File: src/rtl/parser_typedefs_pkg.sv
// Shared parser types: PHS tuple width, flow-table FSM states and small helpers.
`define PHS_WIDTH_BITS 120

package parser_typedefs_pkg;

    localparam int PHS_W      = `PHS_WIDTH_BITS;
    localparam int DROP_CNT_W = 16;

    typedef enum logic [1:0] {
        IDLE,
        SEARCH,
        INSERT,
        RESP
    } FLOW_STATES;

    // Counter increment that sticks at all-ones instead of wrapping.
    function automatic logic [DROP_CNT_W-1:0] sat_inc(input logic [DROP_CNT_W-1:0] v);
        return (&v) ? v : v + DROP_CNT_W'(1);
    endfunction

endpackage

File: src/rtl/phs_sync_fifo.sv
// Synchronous FIFO with registered full/empty; a pop frees a slot for a same-cycle push.
// DEPTH must be a power of 2, at least 2.
module phs_sync_fifo #(
    parameter int WIDTH = 120,
    parameter int DEPTH = 4
) (
    input  logic             CLK,
    input  logic             reset,
    input  logic             push,
    input  logic             pop,
    input  logic [WIDTH-1:0] wdata,
    output logic [WIDTH-1:0] rdata,
    output logic             full,
    output logic             empty
);

    localparam int AW = $clog2(DEPTH);

    logic [WIDTH-1:0] mem [DEPTH];
    logic [AW-1:0]    wr_ptr;
    logic [AW-1:0]    rd_ptr;
    logic [AW:0]      count;
    logic [AW:0]      count_next;
    logic             do_push;
    logic             do_pop;

    assign do_pop  = pop && !empty;
    assign do_push = push && (!full || do_pop);

    always_comb begin
        count_next = count;
        case ({do_push, do_pop})
            2'b10:   count_next = count + (AW+1)'(1);
            2'b01:   count_next = count - (AW+1)'(1);
            default: count_next = count;
        endcase
    end

    // NOTE: state registers use non-blocking assignments so every flop samples pre-edge values.
    always_ff @(posedge CLK) begin
        if (reset) begin
            wr_ptr <= '0;
            rd_ptr <= '0;
            count  <= '0;
            full   <= 1'b0;
            empty  <= 1'b1;
        end else begin
            if (do_push) wr_ptr <= wr_ptr + AW'(1);
            if (do_pop)  rd_ptr <= rd_ptr + AW'(1);
            count <= count_next;
            full  <= (count_next == (AW+1)'(DEPTH));
            empty <= (count_next == '0);
        end
    end

    // NOTE: storage arrays are not reset; pointers and flags alone decide what is readable.
    always_ff @(posedge CLK) begin
        if (do_push) mem[wr_ptr] <= wdata;
    end

    assign rdata = mem[rd_ptr];

endmodule

File: src/rtl/phs_flow_table.sv
// Resolves PHS tuples to flow IDs by sequential search of a small associative table,
// learning new flows on a miss and replacing entries round-robin once the table is full.
module phs_flow_table
    import parser_typedefs_pkg::*;
#(
    parameter  int NUM_ENTRIES = 16,
    parameter  int KEY_W       = PHS_W,
    parameter  int FIFO_DEPTH  = 4,
    localparam int ID_W        = $clog2(NUM_ENTRIES)
) (
    input  logic              CLK,
    input  logic              reset,
    input  logic [KEY_W-1:0]  phs_i,
    input  logic              phs_valid_i,
    input  logic              flush_i,
    output logic              flow_valid_o,
    input  logic              flow_ready_i,
    output logic [ID_W-1:0]   flow_id_o,
    output logic              flow_hit_o,
    output logic              flow_new_o,
    output logic [ID_W:0]     occupancy_o,
    output logic [15:0]       drop_cnt_o
);

    typedef struct packed {
        logic [ID_W-1:0] id;
        logic            hit;
        logic            is_new;
    } FlowResult;

    FLOW_STATES       state;
    FLOW_STATES       state_next;

    logic [KEY_W-1:0] table_key [NUM_ENTRIES];
    logic [NUM_ENTRIES-1:0] table_valid;
    logic [KEY_W-1:0] key_q;
    logic [ID_W-1:0]  idx;
    logic [ID_W-1:0]  free_idx;
    logic [ID_W-1:0]  victim;
    logic [ID_W-1:0]  ins_target;
    logic             free_found;
    logic             flush_pending;
    logic [ID_W:0]    occupancy;
    logic [15:0]      drop_cnt;
    FlowResult        result_q;

    logic             fifo_pop;
    logic             fifo_full;
    logic             fifo_empty;
    logic [KEY_W-1:0] fifo_rdata;
    logic             drop_evt;
    logic             do_flush;
    logic             entry_match;
    logic             last_idx;

    phs_sync_fifo #(
        .WIDTH (KEY_W),
        .DEPTH (FIFO_DEPTH)
    ) u_fifo (
        .CLK   (CLK),
        .reset (reset),
        .push  (phs_valid_i),
        .pop   (fifo_pop),
        .wdata (phs_i),
        .rdata (fifo_rdata),
        .full  (fifo_full),
        .empty (fifo_empty)
    );

    // A strobe is lost only when the FIFO is full and nothing leaves it this cycle.
    assign drop_evt    = phs_valid_i && fifo_full && !fifo_pop;
    assign entry_match = table_valid[idx] && (table_key[idx] == key_q);
    assign last_idx    = (idx == ID_W'(NUM_ENTRIES - 1));
    assign ins_target  = free_found ? free_idx : victim;

    always_ff @(posedge CLK) begin
        if (reset) state <= IDLE;
        else       state <= state_next;
    end

    // NOTE: every combinational output gets a default first so no path infers a latch.
    always_comb begin
        state_next = state;
        unique case (state)
            IDLE:    if (!flush_pending && !fifo_empty) state_next = SEARCH;
            SEARCH:  if (entry_match)                   state_next = RESP;
                     else if (last_idx)                 state_next = INSERT;
            INSERT:                                     state_next = RESP;
            RESP:    if (flow_ready_i)                  state_next = IDLE;
            default:                                    state_next = IDLE;
        endcase
    end

    always_comb begin
        do_flush     = 1'b0;
        fifo_pop     = 1'b0;
        flow_valid_o = 1'b0;
        case (state)
            IDLE: begin
                do_flush = flush_pending;
                fifo_pop = !flush_pending && !fifo_empty;
            end
            RESP:    flow_valid_o = 1'b1;
            default: ;
        endcase
    end

    always_ff @(posedge CLK) begin
        if (reset) begin
            table_valid   <= '0;
            idx           <= '0;
            free_idx      <= '0;
            free_found    <= 1'b0;
            victim        <= '0;
            occupancy     <= '0;
            flush_pending <= 1'b0;
            result_q      <= '0;
            drop_cnt      <= '0;
        end else begin
            if (drop_evt) drop_cnt <= sat_inc(drop_cnt);

            // A new flush request wins over clearing the flag, so none is ever lost.
            if (flush_i)       flush_pending <= 1'b1;
            else if (do_flush) flush_pending <= 1'b0;

            if (do_flush) begin
                table_valid <= '0;
                occupancy   <= '0;
                victim      <= '0;
            end

            case (state)
                IDLE: begin
                    if (fifo_pop) begin
                        idx        <= '0;
                        free_found <= 1'b0;
                    end
                end
                SEARCH: begin
                    if (entry_match) begin
                        result_q <= '{id: idx, hit: 1'b1, is_new: 1'b0};
                    end else begin
                        if (!table_valid[idx] && !free_found) begin
                            free_idx   <= idx;
                            free_found <= 1'b1;
                        end
                        if (!last_idx) idx <= idx + ID_W'(1);
                    end
                end
                INSERT: begin
                    table_valid[ins_target] <= 1'b1;
                    result_q <= '{id: ins_target, hit: 1'b0, is_new: 1'b1};
                    if (free_found) occupancy <= occupancy + (ID_W+1)'(1);
                    else            victim    <= victim + ID_W'(1);
                end
                default: ;
            endcase
        end
    end

    always_ff @(posedge CLK) begin
        if (fifo_pop)         key_q                 <= fifo_rdata;
        if (state == INSERT)  table_key[ins_target] <= key_q;
    end

    assign flow_id_o   = result_q.id;
    assign flow_hit_o  = result_q.hit;
    assign flow_new_o  = result_q.is_new;
    assign occupancy_o = occupancy;
    assign drop_cnt_o  = drop_cnt;

endmodule

File: config.mk
export PLATFORM = sky130hd
export DESIGN_NAME = phs_flow_table
export DESIGN_NICKNAME = d
export VERILOG_FILES = /design/src/rtl/parser_typedefs_pkg.sv /design/src/rtl/phs_sync_fifo.sv /design/src/rtl/phs_flow_table.sv
export SDC_FILE = /design/constraint.sdc
export NUM_CORES = 2
export LEC_CHECK = 0
export BUFFER_PORTS_ARGS = -buffer_cell sky130_fd_sc_hd__buf_4
export CORE_AREA = 2 2 489 491
export CTS_CLUSTER_DIAMETER = 150
export DETAILED_ROUTE_END_ITERATION = 7
export DIE_AREA = 0 0 491 493
export PLACE_DENSITY = 0.68
export SLEW_MARGIN = 20
export SYNTH_ARGS = -nofsm -noshare
export SYNTH_HDL_FRONTEND = slang
export SYNTH_SLANG_ARGS = --single-unit
File: constraint.sdc
create_clock -name CLK -period 7.14 [get_ports CLK]
set_input_delay 0.714 -clock CLK [delete_from_list [all_inputs] [get_ports CLK]]
set_output_delay 0.714 -clock CLK [all_outputs]
set_load 0.03 [all_outputs]
==> impl_metrics.json <==
{
  "power_density_mw_per_mm2": 331.3,
  "ys_warn_count": 0,
  "grt_pass1_wl_um": 375200,
  "syn_area_mm2": 0.1012,
  "io_buffers": 152,
  "drtIter0Drc": 6396,
  "clock.fmax_mhz": 177.9,
  "cts.repair_timing.setup_buffer_count": 0,
  "critPathArrivalTime_ns": 6.36,
  "fill_cells": 19099,
  "grt_usage_pct": 21.37,
  "antenna_left": 0,
  "cp_max_fo": 40,
  "wl_per_cell_um": 30.38,
  "r2r-end": "flow_id_o[0]$_SDFFE_PP0P_",
  "async_reset_ff_share_pct": 0,
  "synth_cells": 4892,
  "drv_slew": 0,
  "drive_gt1_share_pct": 23.15,
  "clk_path_buf_depth": 3,
  "hold_class": "input pin to register",
  "critical_path_class": "register to register",
  "die_area_mm2": 0.2421,
  "die_y_um": 493,
  "rsz0062_at_grt": "false",
  "synth_top_area_share_pct": 74.78,
  "hold_depth": 1,
  "synth_edf_count": 2520,
  "yosysSeqAreaShare_pct": 76.20,
  "crit_path_end_kind": "register",
  "cts_tree": "yes",
  "min_period_ns": 5.622,
  "busiest_layer": "met2",
  "initial_utilization_pct": 42.71,
  "grt_util_met1_pct": 28.43,
  "setup_viol": 0,
  "ctsResizeCount": 0,
  "synth_ff_type": "edfxtp_1",
  "area_delta_synth_final_pct": 13.53,
  "vdd_drop_max_mv": 0.3531,
  "grt_pass1_vias": 51487,
  "layout_commonest_cell": "edfxtp_1",
  "drt_first_pass_iters": 8,
  "num_rows": 179,
  "core_mm2": 0.2370,
  "clkTransAtPathRegs_ns": 0.06,
  "most-common-layout-cells": "edfxtp_1 (2520), mux4_2 (452), mux2i_1 (316), buf_4 (267), clkbuf_16 (235)",
  "ys_types": 109,
  "worstPathRequired_ns": 7.88,
  "fin_cells": 8656,
  "hold_path_end": "u_fifo.mem[2][44]$_DFFE_PP_",
  "drc": 0,
  "globalplace.congestion": 0.9758,
  "cp_slowest_stage_delay_ns": 0.85,
  "r2r_cells": 13,
  "cts-root-buf": "clkbuf_16",
  "hp-start": "phs_i[44]",
  "die_width_um": 491,
  "final-hold-violation-count": 0,
  "crit_path_cell_trace": "buf_12, buf_4, mux4_1, a22o_1, a221oi_2, xnor2_1, nor3_1, nand4_1, nor4_2, nand3_2, nor3_4, o21ai_1, o211a_1",
  "synth_seq_cells": 2592,
  "max_slew.worst_pin.slew_ns": 1.140,
  "vias": 51757,
  "start_kind": "register",
  "tns_ns": 0,
  "grtUsageMet3_pct": 4.374,
  "grtUsageMet2_pct": 34.37,
  "slowest_stage": "dfxtp_4",
  "overflow": 0,
  "synth_largest_area_cell": "edfxtp_1",
  "viasPerCell": 5.979,
  "postSynthAreaPerCell_um2": 20.69,
  "drt_wl_total_um": 263000,
  "reg2reg_slack_ns": 1.52,
  "nets": 5419,
  "ios": 153,
  "numCtsBuffers": 234,
  "status": "complete, no violations",
  "leakagePower_nw": 35.71,
  "antenna_found_initial": 11,
  "dp.cells": 8116,
  "clk_latency_ns": 0.92,
  "grt_max_degree": 112,
  "max_slew_margin_pct": 23.44,
  "min_period_over_period_pct": 78.74,
  "cap_violations": 0,
  "htreeDepth": 4,
  "synth_area_leaders": "edfxtp_1 (75%), mux4_2 (10%), mux2i_1 (3.1%)",
  "synth_nets": 5031,
  "clock_sinks": 2592,
  "place.detailed.hpwl_um": 152300,
  "fin_skew_ns": 0.07708
}
[sequential cells by signal, summed over array words and instances (netlist names), 2 cells and up, named ones only]
register / cells
u_fifo.wr_ptr: 2
table_valid: 16
drop_cnt_o: 16
u_fifo.rd_ptr: 2
flow_id_o: 4
table_key: 1920
u_fifo.mem: 480
u_fifo.count: 3
victim: 4
idx: 4
free_idx: 4
key_q: 120
state: 2
occupancy_o: 5
[cell type report]
cell class	count	area (µm²)	share of cell area, %
repair buffers	393	3576	3.113
clock buffers	285	6068	5.282
flip-flops and latches	2592	77140	67.14
inverters	55	215.2	0.1873
well taps	3167	3963	3.449
clock inverters	156	1617	1.407
diodes	4	10.01	0.008712
multi-input cells	2004	22300	19.41
[layer usage]
metal	routed length [µm]	vias up
li1	-	21074
met1	99560	27231
met2	126300	2897
met3	25000	545
met4	12080	10
met5	88	-
[cells in the mapped netlist (all sizes together) (62+ instances only)]
master and n:
a22oi 86, dfxtp 72, mux2 103, nor2 132
nand2 146, edfxtp 2520, buf 182, mux2i 316
xnor2 70, a21oi 67, mux4 467, o22ai 62
[stage by stage]
stage | cell area (µm²) | total power, mW | worst slack (ns) | utilization (%) | hold WS [ns]
6_report | 114900 | 38.06 | 1.518 | 48.49 | 0.05174
5_1_grt | 114900 | 39.14 | 1.299 | 48.48 | 0.01506
4_1_cts | 114900 | 38.18 | 1.562 | 48.48 | 0.001758
3_5_place_dp | 106200 | 25.72 | 1.574 | 44.84 | 0.4767
3_3_place_gp | 106200 | 25.58 | 1.608 | 44.84 | 0.4617
2_1_floorplan | 101200 | 22.88 | 0.2092 | - | 0.4513
[kinds of logic (layout without fill, tap and decap cells)]
| family | Yosys count | count (layout) | share of synthesized area [%] |
|---|---|---|---|
| other | 0 | 4 | 0 |
| xor gates and xnor gates | 120 | 120 | 1.039 |
| adders and majority gates | 14 | 14 | 0.1805 |
| muxes | 886 | 886 | 14.72 |
| and+or+nand+nor | 489 | 489 | 2.385 |
| buffers and inverters | 296 | 889 | 1.900 |
| AOI/OAI and AO/OA | 495 | 495 | 3.572 |
| DFF | 2592 | 2592 | 76.20 |
[timing repair]
action,in CTS,in global routing
hold buffers,95,0
endpoints found under the hold margin,367,0
setup endpoints to repair,0,0
[worst max path at each step]
stage,startpoint,endpoint,slack (ns),depth (start not counted)
2_1_floorplan,state[0]$_SDFFE_PP0P_,table_key[0][0]$_DFFE_PP_,0.21,5
3_3_place_gp,register,register,1.61,13
3_5_place_dp,register,register,1.57,13
4_1_cts,register,register,1.56,13
5_1_grt,register,flow_id_o[1]$_SDFFE_PP0P_,1.30,13
6_report,register,flow_id_o[0]$_SDFFE_PP0P_,1.52,13
[report_power, final]
group | internal (mW) | total, mW | switching, mW
Combinational | 2.01 | 5.66 | 3.65
Clock | 7.01 | 12.6 | 5.56
Sequential | 18.6 | 19.8 | 1.24
[critical path: cells and delay by family, from the launching register on]
family	cells	cell delay, ns
AO/OA/AOI/OAI	4	0.91
XOR/XNOR	1	0.11
buffers and inverters	2	0.75
flip-flops	1	0.85
multiplexers	1	0.61
AND/OR/NAND/NOR	5	2.16
(Power assumes the default switching activity.)
